## config.mk

```make
export PLATFORM = sky130hd
export DESIGN_NAME = uart_rx_param_flat
export DESIGN_NICKNAME = d
export VERILOG_FILES = /design/src/rtl/uart_rx_param_if.sv /design/src/rtl/uart_rx_param.sv /design/src/flat_wrapper.sv
export SDC_FILE = /design/constraint.sdc
export NUM_CORES = 1
export LEC_CHECK = 0
export CORE_MARGIN = 2
export CORE_UTILIZATION = 55
export DETAILED_ROUTE_END_ITERATION = 10
export GPL_ROUTABILITY_DRIVEN = 0
export PLACE_DENSITY = 0.77
export SLEW_MARGIN = 20
export SYNTH_ARGS = -nofsm -noshare
export SYNTH_HDL_FRONTEND = slang
export SYNTH_SLANG_ARGS = --single-unit
```

## constraint.sdc

```tcl
create_clock -name clk -period 3.1 [get_ports clk]
set_clock_uncertainty 0.1 [all_clocks]
set_input_delay 0.62 -clock clk [delete_from_list [all_inputs] [get_ports clk]]
set_output_delay 0.62 -clock clk [all_outputs]
set_load 0.1 [all_outputs]
```

## src/rtl/uart_rx_param_if.sv

```systemverilog
// uart_rx_param_if: valid/ready word channel between the UART receiver and its consumer
//   rx_data  : received word, stable while rx_valid is high
//   rx_valid : word available (driven by the receiver)
//   rx_ready : consumer accepts (driven by the consumer)
//   master modport = receiver side, slave modport = consumer side
`timescale 1ns/1ps
interface uart_rx_param_if #(parameter int DATA_BITS = 8);
  logic [DATA_BITS-1:0] rx_data;
  logic rx_valid;
  logic rx_ready;
  modport master(output rx_data, output rx_valid, input rx_ready);
  modport slave(input rx_data, input rx_valid, output rx_ready);
endinterface

```

## src/rtl/uart_rx_param.sv

```systemverilog
// uart_rx_param: parametrised UART receiver (data width, parity, stop bits) with valid/ready output
//   clk, rst_n  : clock, asynchronous active-low reset
//   RX_data     : asynchronous serial line, idle high
//   rx          : uart_rx_param_if.master (rx_data, rx_valid out; rx_ready in)
//   frame_err, parity_err, break_det, overrun_err : one-cycle status pulses
//   busy        : receiver not idle
//   Define UART_RX_MAJORITY_EN for 2-of-3 majority sampling around the mid-bit point.
`timescale 1ns/1ps
module uart_rx_param #(
  parameter int CLOCK_PER_BIT = 20,
  parameter int DATA_BITS = 8,
  parameter int PARITY_MODE = 0,
  parameter int STOP_BITS = 1
) (
  input logic clk,
  input logic rst_n,
  input logic RX_data,
  uart_rx_param_if.master rx,
  output logic frame_err,
  output logic parity_err,
  output logic break_det,
  output logic overrun_err,
  output logic busy
);
  localparam int CW = $clog2(CLOCK_PER_BIT);
  localparam int IW = $clog2(DATA_BITS);
  localparam int M = (CLOCK_PER_BIT - 1) / 2;
`ifdef UART_RX_MAJORITY_EN
  localparam int SM = M + 1;
`else
  localparam int SM = M;
`endif
  localparam logic [CW-1:0] START_END = CW'(SM);
  localparam logic [CW-1:0] BIT_END = CW'(CLOCK_PER_BIT - 1);
  localparam logic ODD = (PARITY_MODE == 2);
  typedef enum logic [2:0] {IDLE, START, DATA, PARITY, STOP, DONE, WAIT_HIGH} state_t;
  state_t state, nxt;
  logic s_meta, s, b, tick, last_data, last_stop, done, good;
  logic [CW-1:0] cnt;
  logic [IW-1:0] idx;
  logic [DATA_BITS-1:0] shreg;
  logic zero, par_bad, stop_bad, stop_cnt;
`ifdef UART_RX_MAJORITY_EN
  // h[0] is s one cycle ago, h[1] two cycles ago: a decision at M+1 votes on M-1, M, M+1
  logic [1:0] h;
  assign b = (h[1] & h[0]) | (h[1] & s) | (h[0] & s);
`else
  assign b = s;
`endif
  // Data-phase bits are timed from the previous decision, so every later bit lands mid-bit too
  assign tick = (state == START) ? cnt == START_END : cnt == BIT_END;
  assign last_data = idx == IW'(DATA_BITS - 1);
  assign last_stop = stop_cnt == 1'(STOP_BITS - 1);
  assign done = state == DONE;
  assign good = done & ~zero & ~stop_bad & ~par_bad;
  assign busy = state != IDLE;
  always_comb begin
    nxt = state;
    case (state)
      IDLE: nxt = s ? IDLE : START;
      START: nxt = tick ? (b ? IDLE : DATA) : START;
      DATA: nxt = (tick && last_data) ? ((PARITY_MODE != 0) ? PARITY : STOP) : DATA;
      PARITY: nxt = tick ? STOP : PARITY;
      STOP: nxt = (tick && last_stop) ? DONE : STOP;
      DONE: nxt = s ? IDLE : WAIT_HIGH;
      WAIT_HIGH: nxt = s ? IDLE : WAIT_HIGH;
      default: nxt = IDLE;
    endcase
  end
  always_ff @(posedge clk or negedge rst_n) begin
    if (!rst_n) begin
      s_meta <= 1'b1;
      s <= 1'b1;
`ifdef UART_RX_MAJORITY_EN
      h <= 2'b11;
`endif
      state <= IDLE;
      cnt <= '0;
      idx <= '0;
      shreg <= '0;
      zero <= 1'b0;
      par_bad <= 1'b0;
      stop_bad <= 1'b0;
      stop_cnt <= 1'b0;
      rx.rx_data <= '0;
      rx.rx_valid <= 1'b0;
      frame_err <= 1'b0;
      parity_err <= 1'b0;
      break_det <= 1'b0;
      overrun_err <= 1'b0;
    end else begin
      s_meta <= RX_data;
      s <= s_meta;
`ifdef UART_RX_MAJORITY_EN
      h <= {h[0], s};
`endif
      state <= nxt;
      cnt <= (tick || state == IDLE || state == DONE || state == WAIT_HIGH) ? '0 : cnt + 1'b1;
      if (tick && state == START) begin
        idx <= '0;
        zero <= 1'b1;
        par_bad <= 1'b0;
        stop_bad <= 1'b0;
        stop_cnt <= 1'b0;
      end
      if (tick && state == DATA) begin
        shreg <= {b, shreg[DATA_BITS-1:1]};
        idx <= idx + 1'b1;
        zero <= zero & ~b;
      end
      if (tick && state == PARITY) begin
        par_bad <= b != (^shreg ^ ODD);
        zero <= zero & ~b;
      end
      if (tick && state == STOP) begin
        stop_bad <= stop_bad | ~b;
        stop_cnt <= ~stop_cnt;
        zero <= zero & ~b;
      end
      // A break masks the framing error its low stop bits would otherwise raise
      break_det <= done & zero;
      frame_err <= done & ~zero & stop_bad;
      parity_err <= done & ~zero & ~stop_bad & par_bad;
      overrun_err <= good & rx.rx_valid & ~rx.rx_ready;
      // A handshake in the same cycle frees the register, so the new word can load without overrun
      if (good && (!rx.rx_valid || rx.rx_ready)) begin
        rx.rx_data <= shreg;
        rx.rx_valid <= 1'b1;
      end else if (rx.rx_valid && rx.rx_ready) begin
        rx.rx_valid <= 1'b0;
      end
    end
  end
endmodule
```

## src/flat_wrapper.sv

```systemverilog
// flat-port wrapper written by rule: the top's interface ports become plain ports
module uart_rx_param_flat 
#(
  parameter int CLOCK_PER_BIT = 20,
  parameter int DATA_BITS = 8,
  parameter int PARITY_MODE = 0,
  parameter int STOP_BITS = 1
)
  (clk, rst_n, RX_data, frame_err, parity_err, break_det, overrun_err, busy, rx_rx_data, rx_rx_valid, rx_rx_ready);
  uart_rx_param_if #(.DATA_BITS(DATA_BITS)) rx_i ();
  input logic clk;
  input logic rst_n;
  input logic RX_data;
  output logic frame_err;
  output logic parity_err;
  output logic break_det;
  output logic overrun_err;
  output logic busy;
  output wire logic [$bits(rx_i.rx_data)-1:0] rx_rx_data;
  output wire logic [$bits(rx_i.rx_valid)-1:0] rx_rx_valid;
  input wire logic [$bits(rx_i.rx_ready)-1:0] rx_rx_ready;
  assign rx_rx_data = rx_i.rx_data;
  assign rx_rx_valid = rx_i.rx_valid;
  assign rx_i.rx_ready = rx_rx_ready;
  uart_rx_param #(.CLOCK_PER_BIT(CLOCK_PER_BIT), .DATA_BITS(DATA_BITS), .PARITY_MODE(PARITY_MODE), .STOP_BITS(STOP_BITS)) u_core (.clk(clk), .rst_n(rst_n), .RX_data(RX_data), .rx(rx_i), .frame_err(frame_err), .parity_err(parity_err), .break_det(break_det), .overrun_err(overrun_err), .busy(busy));
endmodule
```

==> metrics.txt, run 1 <==
# TYPE chip_impl_metric gauge
chip_impl_info{name="cts-root-buf",value="sky130_fd_sc_hd__clkbuf_4"} 1
chip_impl_metric{name="numPlacedInstances",unit=""} 211
chip_impl_metric{name="numPortBuffers",unit=""} 17
chip_impl_metric{name="report.power.total",unit="mW"} 1.467
chip_impl_metric{name="final_antenna_net_count",unit=""} 0
chip_impl_metric{name="finalMaxSlewViolations",unit=""} 0
chip_impl_metric{name="cts_made_buffers",unit=""} 5
chip_impl_metric{name="syn_to_final_growth",unit="%"} 14.52
chip_impl_metric{name="vdd.ir_drop.worst",unit="uV"} 484.5
chip_impl_metric{name="fin_crit_sh",unit="%"} 78.73
chip_impl_metric{name="drt_pass1_iterations",unit=""} 4
chip_impl_metric{name="route.detailed.wl_per_inst",unit="um"} 14.53
chip_impl_metric{name="post-place-ws",unit="ns"} 0.6861
chip_impl_metric{name="cts_setup_buffers",unit=""} 0
chip_impl_metric{name="route.met2.wl",unit="um"} 1584
chip_impl_info{name="min_path_type",value="input port to asynchronous set/reset pin"} 1
chip_impl_info{name="cts_tree",value="yes"} 1
chip_impl_metric{name="grt_pass1_vias",unit=""} 1192
chip_impl_metric{name="yosysSeqAreaShare",unit="%"} 52.70
chip_impl_metric{name="drt_iter0_markers",unit=""} 45
chip_impl_metric{name="maximum_capacitance_violations",unit=""} 0
chip_impl_metric{name="design.portCount",unit=""} 18
chip_impl_metric{name="synth.lib_cells_used.distinct",unit=""} 46
chip_impl_metric{name="grt_pass1_wl",unit="um"} 5354
chip_impl_metric{name="routedLengthMet1",unit="um"} 1418
chip_impl_metric{name="total_non_filler_cell_area_in_the_finished_layout",unit="um2"} 2072
chip_impl_metric{name="post_cts.resized_instances",unit=""} 0
chip_impl_metric{name="floorplan.die.width",unit="um"} 61.36
chip_impl_info{name="synth_top_flop_cell",value="sky130_fd_sc_hd__dfrtp_1"} 1
chip_impl_metric{name="core_region_area",unit="um2"} 3103
chip_impl_metric{name="grtUsageTotal",unit="%"} 19.32
chip_impl_metric{name="crit_required",unit="ns"} 3.23
chip_impl_metric{name="regToRegSetupSlack",unit="ns"} 0.66
chip_impl_metric{name="core.rowCount",unit=""} 20
chip_impl_metric{name="power.leakage",unit="nW"} 1.014
chip_impl_metric{name="fmax",unit="MHz"} 409.7
chip_impl_metric{name="nets",unit=""} 181
chip_impl_metric{name="synth_seq_cells",unit=""} 38
chip_impl_metric{name="cp.buffers_inverters",unit=""} 0
chip_impl_info{name="cp_cell_sequence",value="or3b_4 -> mux2_4 -> or4_4 -> a211o_1"} 1
chip_impl_metric{name="slowest_stage_delay_on_critical_path",unit="ns"} 0.56
chip_impl_metric{name="hold_slack",unit="ns"} 0.2547
chip_impl_metric{name="final_period_minus_worst_setup_slack",unit="ns"} 2.441
chip_impl_metric{name="grt_max_degree",unit=""} 39
chip_impl_metric{name="synth-async-reset-ratio",unit="%"} 100.0
chip_impl_metric{name="routed_via_count",unit=""} 1252
chip_impl_metric{name="arrival",unit="ns"} 2.57
chip_impl_metric{name="cts_sinks",unit=""} 38
chip_impl_metric{name="post-route-util",unit="%"} 66.77
chip_impl_metric{name="power_density",unit="nW/um2"} 708.0
chip_impl_metric{name="layout_setup_ws",unit="ns"} 0.6593
chip_impl_metric{name="grt-ovfl-total",unit=""} 0
chip_impl_metric{name="seqCellArea",unit="um2"} 953.4
chip_impl_metric{name="cts_htree_levels",unit=""} 2
chip_impl_metric{name="drcViolationCount",unit=""} 0
chip_impl_metric{name="num-fill-cells",unit=""} 260
chip_impl_metric{name="synth.cell_area",unit="um2"} 1809
chip_impl_metric{name="die_area",unit="um2"} 3764
chip_impl_info{name="timing.critical_path.to_type",value="register"} 1
chip_impl_metric{name="clock_latency_on_the_worst_skew_pair",unit="ns"} 0.34
chip_impl_metric{name="report.final.setup_viol",unit=""} 0
chip_impl_metric{name="multiInputGateArea",unit="um2"} 799.5
chip_impl_metric{name="clk_pin_slew_worst_paths",unit="ns"} 0.12
chip_impl_metric{name="ys_warn_count",unit=""} 0
chip_impl_metric{name="crit_path_max_fanout",unit=""} 16
chip_impl_metric{name="syn_avg_cell_area",unit="um2"} 11.67
chip_impl_info{name="top_signal_layer_used",value="met4"} 1
chip_impl_info{name="cp_slowest_cell",value="sky130_fd_sc_hd__dfrtp_1"} 1
chip_impl_metric{name="postSynthNetCount",unit=""} 162
chip_impl_metric{name="die-height",unit="um"} 61.36
chip_impl_metric{name="initial_utilization",unit="%"} 58.31
chip_impl_metric{name="route.met3.wl",unit="um"} 177
chip_impl_metric{name="cts_hold_buf",unit=""} 0
chip_impl_metric{name="drt_wl_total",unit="um"} 3183
chip_impl_metric{name="ctsLongestPathBuffers",unit=""} 2
chip_impl_metric{name="antenna_found_initial",unit=""} 0
chip_impl_info{name="run_status",value="finished, final reports clean"} 1
chip_impl_metric{name="max-slew-margin-rel",unit="%"} 46.53
chip_impl_metric{name="drive_gt1_share",unit="%"} 29.14
chip_impl_metric{name="hpwl",unit="um"} 2190
chip_impl_metric{name="antenna_cells",unit=""} 0
chip_impl_metric{name="final_hold_viol_count",unit=""} 0
chip_impl_info{name="crit_type",value="register to register"} 1
chip_impl_metric{name="instances_no_fill",unit=""} 219
chip_impl_metric{name="vias_per_cell",unit=""} 5.717
chip_impl_info{name="startpoint_type",value="register"} 1
chip_impl_metric{name="max_slew.worst_pin.slew",unit="ns"} 0.8021
chip_impl_metric{name="setup_total_negative_slack",unit="ns"} 0
chip_impl_info{name="setup_repair_after_global_routing_missed_its_margin",value="false"} 1
chip_impl_metric{name="synthesis.instances",unit=""} 155
chip_impl_metric{name="synth_edf_count",unit=""} 0
chip_impl_metric{name="detailed_place.area",unit="um2"} 1987
chip_impl_info{name="path_delay_family",value="simple AND/OR/NAND/NOR gates"} 1
## Yosys cell counts, types with 2 or more instances
cell	number	share of area, %
sky130_fd_sc_hd__a211o_1	2	0.97
sky130_fd_sc_hd__and3_1	2	0.69
sky130_fd_sc_hd__buf_1	2	0.42
sky130_fd_sc_hd__clkbuf_1	6	1.2
sky130_fd_sc_hd__dfrtp_1	36	50
sky130_fd_sc_hd__dfstp_2	2	2.9
sky130_fd_sc_hd__ha_1	3	2.1
sky130_fd_sc_hd__inv_1	5	1.0
sky130_fd_sc_hd__mux2_2	16	10
sky130_fd_sc_hd__nand2_1	6	1.2
sky130_fd_sc_hd__nand2b_1	3	1.0
sky130_fd_sc_hd__nand3_1	8	2.2
sky130_fd_sc_hd__nand3b_1	2	0.83
sky130_fd_sc_hd__nor2_1	12	2.5
sky130_fd_sc_hd__nor2b_1	4	1.4
sky130_fd_sc_hd__nor3_1	3	0.83
sky130_fd_sc_hd__nor4_1	3	1.0
sky130_fd_sc_hd__o32ai_1	2	0.97
sky130_fd_sc_hd__o41ai_1	3	1.5
sky130_fd_sc_hd__xnor2_1	5	2.4
sky130_fd_sc_hd__xor2_1	5	2.4
## logic make-up after synthesis
| logic type | after synthesis | synth area share, % |
|---|---|---|
| multiplexers | 18 | 11.34 |
| buffers and inverters | 14 | 3.112 |
| AO/OA/AOI/OAI | 19 | 8.577 |
| AND/OR/NAND/NOR | 52 | 16.11 |
| flip-flops | 38 | 52.70 |
| adder cells (fa/ha/maj) | 3 | 2.075 |
| XOR/XNOR | 11 | 6.085 |
## power breakdown
part	switching, mW	internal [mW]
Sequential	0.0883	0.565
Combinational	0.278	0.187
Clock	0.156	0.193
## flip-flops by register name, indices dropped and copies added (netlist names)
signal / cells
u_core.stop_bad: 1
u_core.frame_err: 1
u_core.par_bad: 1
u_core.b: 1
u_core.cnt: 5
u_core.break_det: 1
u_core.zero: 1
u_core.overrun_err: 1
u_core.rx.rx_valid: 1
u_core.shreg: 8
u_core.idx: 3
u_core.parity_err: 1
u_core.stop_cnt: 1
u_core.rx.rx_data: 8
u_core.s_meta: 1
u_core.state: 3
## worst paths after layout
path | start | endpoint | depth (start not counted)
worst max-delay path | u_core.state[1]$_DFF_PN0_ | u_core.idx[1]$_DFFE_PN0P_ | 4
worst min-delay path | rst_n | u_core.parity_err$_DFF_PN0_ | 1
worst max register to register | u_core.state[1]$_DFF_PN0_ | u_core.idx[1]$_DFFE_PN0P_ | 4
worst min register to register | u_core.s_meta$_DFF_PN1_ | u_core.b$_DFF_PN1_ | 0
max in group asynchronous | rst_n | u_core.cnt[2]$_DFF_PN0_ | 1
min in group clk | u_core.s_meta$_DFF_PN1_ | u_core.b$_DFF_PN1_ | 0
## worst reg2reg max path: cells and delay by family, from the launching register on
kind,cells,cell delay (ns)
AOI/OAI and AO/OA,1,0.31
DFF,1,0.56
muxes,1,0.37
and+or+nand+nor,2,1.00
## layout by cell type, fill, tap and decap left out, drive strengths merged, types with 2 or more instances in the layout
| cell | instances |
|---|---|
| a211o | 2 |
| clkbuf | 7 |
| mux2 | 17 |
| clkdlybuf4s50 | 2 |
| nand2b | 3 |
| buf | 19 |
| nor3 | 3 |
| ha | 3 |
| nor2b | 4 |
| nand4 | 2 |
| nand3b | 2 |
| and3 | 2 |
| xnor2 | 5 |
| or3b | 2 |
| o41ai | 3 |
| nor2 | 12 |
| nand3 | 8 |
| or4 | 2 |
| dfrtp | 36 |
| nand2 | 6 |
| xor2 | 5 |
| inv | 5 |
| dfstp | 2 |
| o32ai | 2 |
| nor4 | 3 |
## cell type report
cell class / instances / share of cell area [%]
multi-input combinational: 103 / 38.59
timing repair buffer: 21 / 7.729
clock inverter: 1 / 1.449
clock buffer: 7 / 2.657
inverter: 5 / 0.9058
sequential: 38 / 46.01
tap: 44 / 2.657
## layer usage
metal / vias up / track usage (%)
li1: 595 / -
met1: 613 / 26.57
met2: 42 / 29.18
met3: 2 / 6.723
met4: 0 / 5.775
met5: - / 0
No activity file was read; power rests on OpenSTA's default activity.
==> inputs of run 2 (changes only) <==
==> constraint.sdc (replaced) <==
create_clock -name clk -period 2.3 [get_ports clk]
set_clock_uncertainty 0.1 [all_clocks]
set_input_delay 0.46 -clock clk [delete_from_list [all_inputs] [get_ports clk]]
set_output_delay 0.46 -clock clk [all_outputs]
set_load 0.1 [all_outputs]
==> metrics.txt, run 2 (synthesis results as in run 1) <==
# TYPE chip_impl_metric gauge
chip_impl_metric{name="hpwl",unit="um"} 2322
chip_impl_info{name="most-common-layout-cells",value="36 x sky130_fd_sc_hd__dfrtp_1, 22 x sky130_fd_sc_hd__buf_4, 16 x sky130_fd_sc_hd__mux2_2, 12 x sky130_fd_sc_hd__nor2_1, 8 x sky130_fd_sc_hd__nand3_1"} 1
chip_impl_metric{name="route.detailed.wl_per_inst",unit="um"} 15.22
chip_impl_metric{name="setup_total_negative_slack",unit="ns"} 0
chip_impl_info{name="crit_type",value="register to register"} 1
chip_impl_metric{name="grtUsageTotal",unit="%"} 21.79
chip_impl_info{name="cp_slowest_cell",value="sky130_fd_sc_hd__or4_4"} 1
chip_impl_metric{name="power.leakage",unit="nW"} 1.045
chip_impl_metric{name="grt_max_degree",unit=""} 39
chip_impl_metric{name="power.combinational.fraction",unit="%"} 36.4
chip_impl_metric{name="die_area",unit="um2"} 3764
chip_impl_metric{name="switching_power_total",unit="mW"} 0.7526
chip_impl_metric{name="cts_sinks",unit=""} 38
chip_impl_metric{name="max_slew.worst_pin.slew",unit="ns"} 0.8042
chip_impl_metric{name="grt_pass1_wl",unit="um"} 5851
chip_impl_metric{name="max-slew-margin-rel",unit="%"} 46.39
chip_impl_info{name="cts_tree",value="yes"} 1
chip_impl_metric{name="fin_crit_sh",unit="%"} 93.83
chip_impl_metric{name="die-height",unit="um"} 61.36
chip_impl_metric{name="cts_htree_levels",unit=""} 2
chip_impl_metric{name="slowest_stage_delay_on_critical_path",unit="ns"} 0.53
chip_impl_metric{name="vias_per_cell",unit=""} 5.750
chip_impl_metric{name="design.portCount",unit=""} 18
chip_impl_metric{name="final_hold_viol_count",unit=""} 0
chip_impl_metric{name="routed_via_count",unit=""} 1288
chip_impl_metric{name="drt_pass1_iterations",unit=""} 4
chip_impl_metric{name="grt_pass1_vias",unit=""} 1249
chip_impl_metric{name="report.final.setup_viol",unit=""} 0
chip_impl_info{name="startpoint_type",value="register"} 1
chip_impl_metric{name="power_density",unit="nW/um2"} 973.4
chip_impl_metric{name="maximum_capacitance_violations",unit=""} 0
chip_impl_metric{name="clk_pin_slew_worst_paths",unit="ns"} 0.12
chip_impl_metric{name="report.power.total",unit="mW"} 2.061
chip_impl_metric{name="grt-ovfl-total",unit=""} 0
chip_impl_metric{name="numPortBuffers",unit=""} 17
chip_impl_info{name="layout_commonest_cell",value="sky130_fd_sc_hd__dfrtp_1"} 1
chip_impl_metric{name="instances_no_fill",unit=""} 224
chip_impl_info{name="run_status",value="finished, final reports clean"} 1
chip_impl_metric{name="floorplan.die.width",unit="um"} 61.36
chip_impl_metric{name="clock_latency_on_the_worst_skew_pair",unit="ns"} 0.36
chip_impl_metric{name="vdd.ir_drop.worst",unit="uV"} 511.8
chip_impl_info{name="path_delay_family",value="simple AND/OR/NAND/NOR gates"} 1
chip_impl_metric{name="power_switching_share",unit="%"} 36.52
chip_impl_info{name="largest_registers",value="u_core.rx.rx_data (8), u_core.shreg (8), u_core.cnt (5)"} 1
chip_impl_metric{name="drcViolationCount",unit=""} 0
chip_impl_metric{name="drt_iter0_markers",unit=""} 87
chip_impl_metric{name="fmax",unit="MHz"} 463.4
chip_impl_metric{name="ctsLongestPathBuffers",unit=""} 2
chip_impl_metric{name="numPlacedInstances",unit=""} 215
chip_impl_info{name="cts-root-buf",value="sky130_fd_sc_hd__clkbuf_4"} 1
chip_impl_metric{name="internal_power",unit="mW"} 1.308
chip_impl_metric{name="cp.buffers_inverters",unit=""} 0
chip_impl_metric{name="finalMaxSlewViolations",unit=""} 0
chip_impl_metric{name="part_of_the_power_in_the_clock_network",unit="%"} 22.2
chip_impl_metric{name="antenna_found_initial",unit=""} 0
chip_impl_metric{name="nets",unit=""} 186
chip_impl_info{name="min_path_type",value="input port to asynchronous set/reset pin"} 1
chip_impl_metric{name="final_period_minus_worst_setup_slack",unit="ns"} 2.158
chip_impl_metric{name="core.rowCount",unit=""} 20
chip_impl_metric{name="cts_made_buffers",unit=""} 5
chip_impl_metric{name="core_region_area",unit="um2"} 3103
chip_impl_metric{name="syn_to_final_growth",unit="%"} 17.01
chip_impl_metric{name="arrival",unit="ns"} 2.32
chip_impl_info{name="cp_cell_sequence",value="or3b_4 -> mux2_4 -> or4_4 -> a211o_1"} 1
chip_impl_metric{name="initial_utilization",unit="%"} 58.31
chip_impl_metric{name="seq_power_share",unit="%"} 41.4
chip_impl_metric{name="cts_hold_buf",unit=""} 0
chip_impl_metric{name="final_antenna_net_count",unit=""} 0
chip_impl_metric{name="num-fill-cells",unit=""} 259
chip_impl_metric{name="antenna_cells",unit=""} 0
chip_impl_metric{name="crit_required",unit="ns"} 2.46
chip_impl_metric{name="crit_path_max_fanout",unit=""} 3
chip_impl_info{name="setup_repair_after_global_routing_missed_its_margin",value="false"} 1
chip_impl_metric{name="drive_gt1_share",unit="%"} 31.67
chip_impl_info{name="timing.critical_path.to_type",value="register"} 1
chip_impl_metric{name="drt_wl_total",unit="um"} 3410
==> run 2: area by class of cell <==
class                      instances  area (um2)  share of cell area (%)
clock buffer                       5       37.54                   1.773
clock inverter                     3       40.04                   1.891
inverter                           5       18.77                  0.8865
multi-input combinational        103       802.0                   37.88
sequential                        38       953.4                   45.04
tap                               44       55.05                   2.600
timing repair buffer              26       210.2                   9.929
==> run 2: path summary, 6_finish.rpt <==
| check | from | endpoint | slack, ns | cells after the start |
|---|---|---|---|---|
| max in group asynchronous | rst_n | u_core.state[0]$_DFF_PN0_ | 1.51 | 1 |
| min | rst_n | u_core.idx[2]$_DFFE_PN0P_ | 0.06 | 1 |
| min reg2reg | u_core.s_meta$_DFF_PN1_ | u_core.b$_DFF_PN1_ | 0.26 | 0 |
| max reg2reg | u_core.state[2]$_DFF_PN0_ | u_core.idx[2]$_DFFE_PN0P_ | 0.14 | 4 |
| max | u_core.state[2]$_DFF_PN0_ | u_core.idx[2]$_DFFE_PN0P_ | 0.14 | 4 |
| min in group clk | u_core.s_meta$_DFF_PN1_ | u_core.b$_DFF_PN1_ | 0.26 | 0 |
==> run 2: metal layers <==
metal / global-route usage [%] / share of wire (%) / vias up
li1: - / - / 609
met1: 28.61 / 44 / 627
met2: 33.28 / 48 / 40
met3: 5.252 / 4.8 / 12
met4: 12.16 / 3.3 / 0
met5: 0 / 0 / -
==> run 2: what timing repair did <==
| item | CTS | global route |
|---|---|---|
| hold endpoints to repair | 0 | 0 |
| setup buffers | 0 | 1 |
| gates resized for setup | 0 | 1 |
| setup endpoints to repair | 0 | 2 |
==> run 2: power by group through the flow <==
stage          logic [mW]  registers (mW)  clock network, mW
5_1_grt             0.834           0.868              0.496
4_1_cts             0.736           0.851              0.462
2_1_floorplan       0.524           0.851                  0
3_3_place_gp        0.702           0.854                  0
3_5_place_dp        0.723           0.864                  0
6_report            0.751           0.853              0.457
==> run 2: through the flow <==
step           hold slack, ns  setup slack, ns  util [%]  instance area [um2]
2_1_floorplan         0.06441           0.1449         -                 1809
3_3_place_gp           0.2461           0.1151     65.40                 2029
3_5_place_dp           0.2479          0.06212     65.40                 2029
4_1_cts                0.1056          0.04202     67.90                 2107
5_1_grt                0.1291          0.04395     68.23                 2117
6_report              0.06424           0.1419     68.23                 2117
==> inputs of run 3 (changes only) <==
--- a/config.mk
+++ b/config.mk
@@ -6,10 +6,10 @@
 export NUM_CORES = 1
 export LEC_CHECK = 0
 export CORE_MARGIN = 2
-export CORE_UTILIZATION = 55
+export CORE_UTILIZATION = 50
 export DETAILED_ROUTE_END_ITERATION = 10
 export GPL_ROUTABILITY_DRIVEN = 0
-export PLACE_DENSITY = 0.77
+export PLACE_DENSITY = 0.71
 export SLEW_MARGIN = 20
 export SYNTH_ARGS = -nofsm -noshare
 export SYNTH_HDL_FRONTEND = slang
==> metrics.txt, run 3 (synthesis results as in run 1) <==
# TYPE chip_impl_metric gauge
chip_impl_info{name="r2r-end",value="u_core.idx[2]$_DFFE_PN0P_"} 1
chip_impl_metric{name="antenna_cells",unit=""} 0
chip_impl_info{name="run_status",value="finished, final reports clean"} 1
chip_impl_metric{name="grt_max_degree",unit=""} 39
chip_impl_metric{name="drt_wl_total",unit="um"} 3287
chip_impl_metric{name="syn_to_final_growth",unit="%"} 15.15
chip_impl_metric{name="max_slew.worst_pin.slew",unit="ns"} 0.8195
chip_impl_metric{name="cts_setup_buffers",unit=""} 0
chip_impl_metric{name="seq_power_share",unit="%"} 44.6
chip_impl_info{name="cts-root-buf",value="sky130_fd_sc_hd__clkbuf_4"} 1
chip_impl_metric{name="cts_hold_buf",unit=""} 0
chip_impl_metric{name="antenna_found_initial",unit=""} 0
chip_impl_metric{name="grtUsageTotal",unit="%"} 18.33
chip_impl_info{name="setup_repair_after_global_routing_missed_its_margin",value="false"} 1
chip_impl_metric{name="report.final.setup_viol",unit=""} 0
chip_impl_info{name="path_delay_family",value="simple AND/OR/NAND/NOR gates"} 1
chip_impl_metric{name="drt_pass1_iterations",unit=""} 4
chip_impl_metric{name="final_antenna_net_count",unit=""} 0
chip_impl_metric{name="vias_per_cell",unit=""} 5.689
chip_impl_metric{name="timing.critical_path.depth",unit=""} 4
chip_impl_metric{name="ctsLongestPathBuffers",unit=""} 2
chip_impl_metric{name="part_of_the_power_in_the_clock_network",unit="%"} 16.9
chip_impl_metric{name="design.portCount",unit=""} 18
chip_impl_metric{name="max-slew-margin-rel",unit="%"} 45.36
chip_impl_info{name="crit_type",value="register to register"} 1
chip_impl_metric{name="core_region_area",unit="um2"} 3416
chip_impl_metric{name="hpwl",unit="um"} 2289
chip_impl_metric{name="grt_pass1_wl",unit="um"} 5837
chip_impl_info{name="cp_slowest_cell",value="sky130_fd_sc_hd__or4_4"} 1
chip_impl_metric{name="finalMaxSlewViolations",unit=""} 0
chip_impl_metric{name="crit_path_max_fanout",unit=""} 4
chip_impl_metric{name="drcViolationCount",unit=""} 0
chip_impl_metric{name="power.leakage",unit="nW"} 1.026
chip_impl_metric{name="timing.reg2reg.worst_path_depth",unit=""} 4
chip_impl_metric{name="internal_power",unit="mW"} 1.185
chip_impl_metric{name="regToRegSetupSlack",unit="ns"} 0.05
chip_impl_metric{name="drt_iter0_markers",unit=""} 98
chip_impl_info{name="startpoint_type",value="register"} 1
chip_impl_info{name="timing.critical_path.to_type",value="register"} 1
chip_impl_metric{name="power_density",unit="nW/um2"} 912.9
chip_impl_metric{name="vdd.ir_drop.worst",unit="uV"} 643.4
chip_impl_info{name="r2r-start",value="u_core.cnt[1]$_DFF_PN0_"} 1
chip_impl_metric{name="post_cts.resized_instances",unit=""} 0
chip_impl_info{name="cp_cell_sequence",value="or3b_2 -> mux2_4 -> or4_4 -> a211o_1"} 1
chip_impl_metric{name="cts_sinks",unit=""} 38
chip_impl_info{name="most-common-layout-cells",value="36 x sky130_fd_sc_hd__dfrtp_1, 21 x sky130_fd_sc_hd__buf_4, 16 x sky130_fd_sc_hd__mux2_2, 12 x sky130_fd_sc_hd__nor2_1, 8 x sky130_fd_sc_hd__nand3_1"} 1
chip_impl_metric{name="grt-ovfl-total",unit=""} 0
chip_impl_metric{name="setup_total_negative_slack",unit="ns"} 0
chip_impl_metric{name="numPortBuffers",unit=""} 17
chip_impl_metric{name="drive_gt1_share",unit="%"} 30.73
chip_impl_metric{name="initial_utilization",unit="%"} 52.97
chip_impl_info{name="layout_commonest_cell",value="sky130_fd_sc_hd__dfrtp_1"} 1
chip_impl_info{name="startpoint",value="u_core.cnt[1]$_DFF_PN0_"} 1
chip_impl_metric{name="fin_crit_sh",unit="%"} 97.69
chip_impl_metric{name="final_period_minus_worst_setup_slack",unit="ns"} 2.247
chip_impl_metric{name="power.combinational.fraction",unit="%"} 38.4
chip_impl_metric{name="nets",unit=""} 185
chip_impl_metric{name="final_hold_viol_count",unit=""} 0
chip_impl_metric{name="die-height",unit="um"} 64.16
chip_impl_metric{name="instances_no_fill",unit=""} 225
chip_impl_metric{name="clk_pin_slew_worst_paths",unit="ns"} 0.12
chip_impl_metric{name="crit_required",unit="ns"} 2.42
chip_impl_metric{name="slowest_stage_delay_on_critical_path",unit="ns"} 0.54
chip_impl_info{name="largest_registers",value="u_core.rx.rx_data (8), u_core.shreg (8), u_core.cnt (5)"} 1
chip_impl_info{name="cp-endpoint",value="u_core.idx[2]$_DFFE_PN0P_"} 1
chip_impl_metric{name="clock_latency_on_the_worst_skew_pair",unit="ns"} 0.34
chip_impl_metric{name="grt_pass1_vias",unit=""} 1251
chip_impl_metric{name="routed_via_count",unit=""} 1280
chip_impl_info{name="min_path_type",value="input port to asynchronous set/reset pin"} 1
chip_impl_metric{name="switching_power_total",unit="mW"} 0.7166
chip_impl_metric{name="power_switching_share",unit="%"} 37.68
chip_impl_metric{name="post-route-util",unit="%"} 60.99
chip_impl_info{name="cts_tree",value="yes"} 1
chip_impl_metric{name="fmax",unit="MHz"} 445.1
chip_impl_metric{name="cp.buffers_inverters",unit=""} 0
chip_impl_metric{name="numPlacedInstances",unit=""} 217
chip_impl_metric{name="route.detailed.wl_per_inst",unit="um"} 14.61
chip_impl_metric{name="arrival",unit="ns"} 2.37
chip_impl_metric{name="core.rowCount",unit=""} 21
chip_impl_metric{name="maximum_capacitance_violations",unit=""} 0
chip_impl_metric{name="cts_htree_levels",unit=""} 2
chip_impl_metric{name="die_area",unit="um2"} 4116
chip_impl_metric{name="cts_made_buffers",unit=""} 5
chip_impl_metric{name="floorplan.die.width",unit="um"} 64.16
run 3: power groups by stage:
stage,combinational (mW),clock (mW),sequential (mW)
2_1_floorplan,0.524,0,0.851
3_3_place_gp,0.705,0,0.853
3_5_place_dp,0.728,0,0.861
4_1_cts,0.730,0.329,0.848
5_1_grt,0.805,0.361,0.865
6_report,0.731,0.322,0.849
run 3: how the worst min path moves through the flow:
stage,to,depth (start not counted),from,slack (ns)
4_1_cts,u_core.rx.rx_valid$_DFFE_PN0P_,1,rst_n,0.13
3_3_place_gp,u_core.b$_DFF_PN1_,0,u_core.s_meta$_DFF_PN1_,0.25
3_5_place_dp,u_core.b$_DFF_PN1_,0,u_core.s_meta$_DFF_PN1_,0.25
6_report,u_core.stop_bad$_DFFE_PN0P_,1,rst_n,0.10
2_1_floorplan,u_core.break_det$_DFF_PN0_,0,rst_n,0.06
5_1_grt,u_core.rx.rx_data[5]$_DFFE_PN0P_,1,rst_n,0.19
run 3: layer usage:
metal | GRT usage, % | routed length (um) | vias up
li1 | - | - | 606
met1 | 25.55 | 1495 | 628
met2 | 27.99 | 1585 | 39
met3 | 3.873 | 160 | 7
met4 | 7.447 | 45 | 0
met5 | 0 | 0 | -
run 3: area by class of cell:
class | instances | area, um2
repair buffers | 25 | 202.7
clock inverters | 2 | 10.01
well taps | 46 | 57.56
clock buffers | 6 | 41.29
fillers | 265 | 1333
multi-input cells | 103 | 799.5
flip-flops and latches | 38 | 953.4
inverters | 5 | 18.77
run 3: worst reg2reg max path, stage by stage, from the launching register on:
cell	delay [ns]
sky130_fd_sc_hd__dfrtp_1	0.42
sky130_fd_sc_hd__or3b_2	0.49
sky130_fd_sc_hd__mux2_4	0.28
sky130_fd_sc_hd__or4_4	0.54
sky130_fd_sc_hd__a211o_1	0.32
run 3: stage by stage:
step           cell area (um2)  hold slack [ns]  setup WS (ns)  total power [mW]
2_1_floorplan             1809          0.06441         0.1449             1.375
3_3_place_gp              2032           0.2455         0.1138             1.559
4_1_cts                   2083           0.1333        0.04755             1.907
3_5_place_dp              2032           0.2472        0.08606             1.589
5_1_grt                   2083           0.1877        0.01364             2.031
6_report                  2083           0.1020        0.05316             1.902
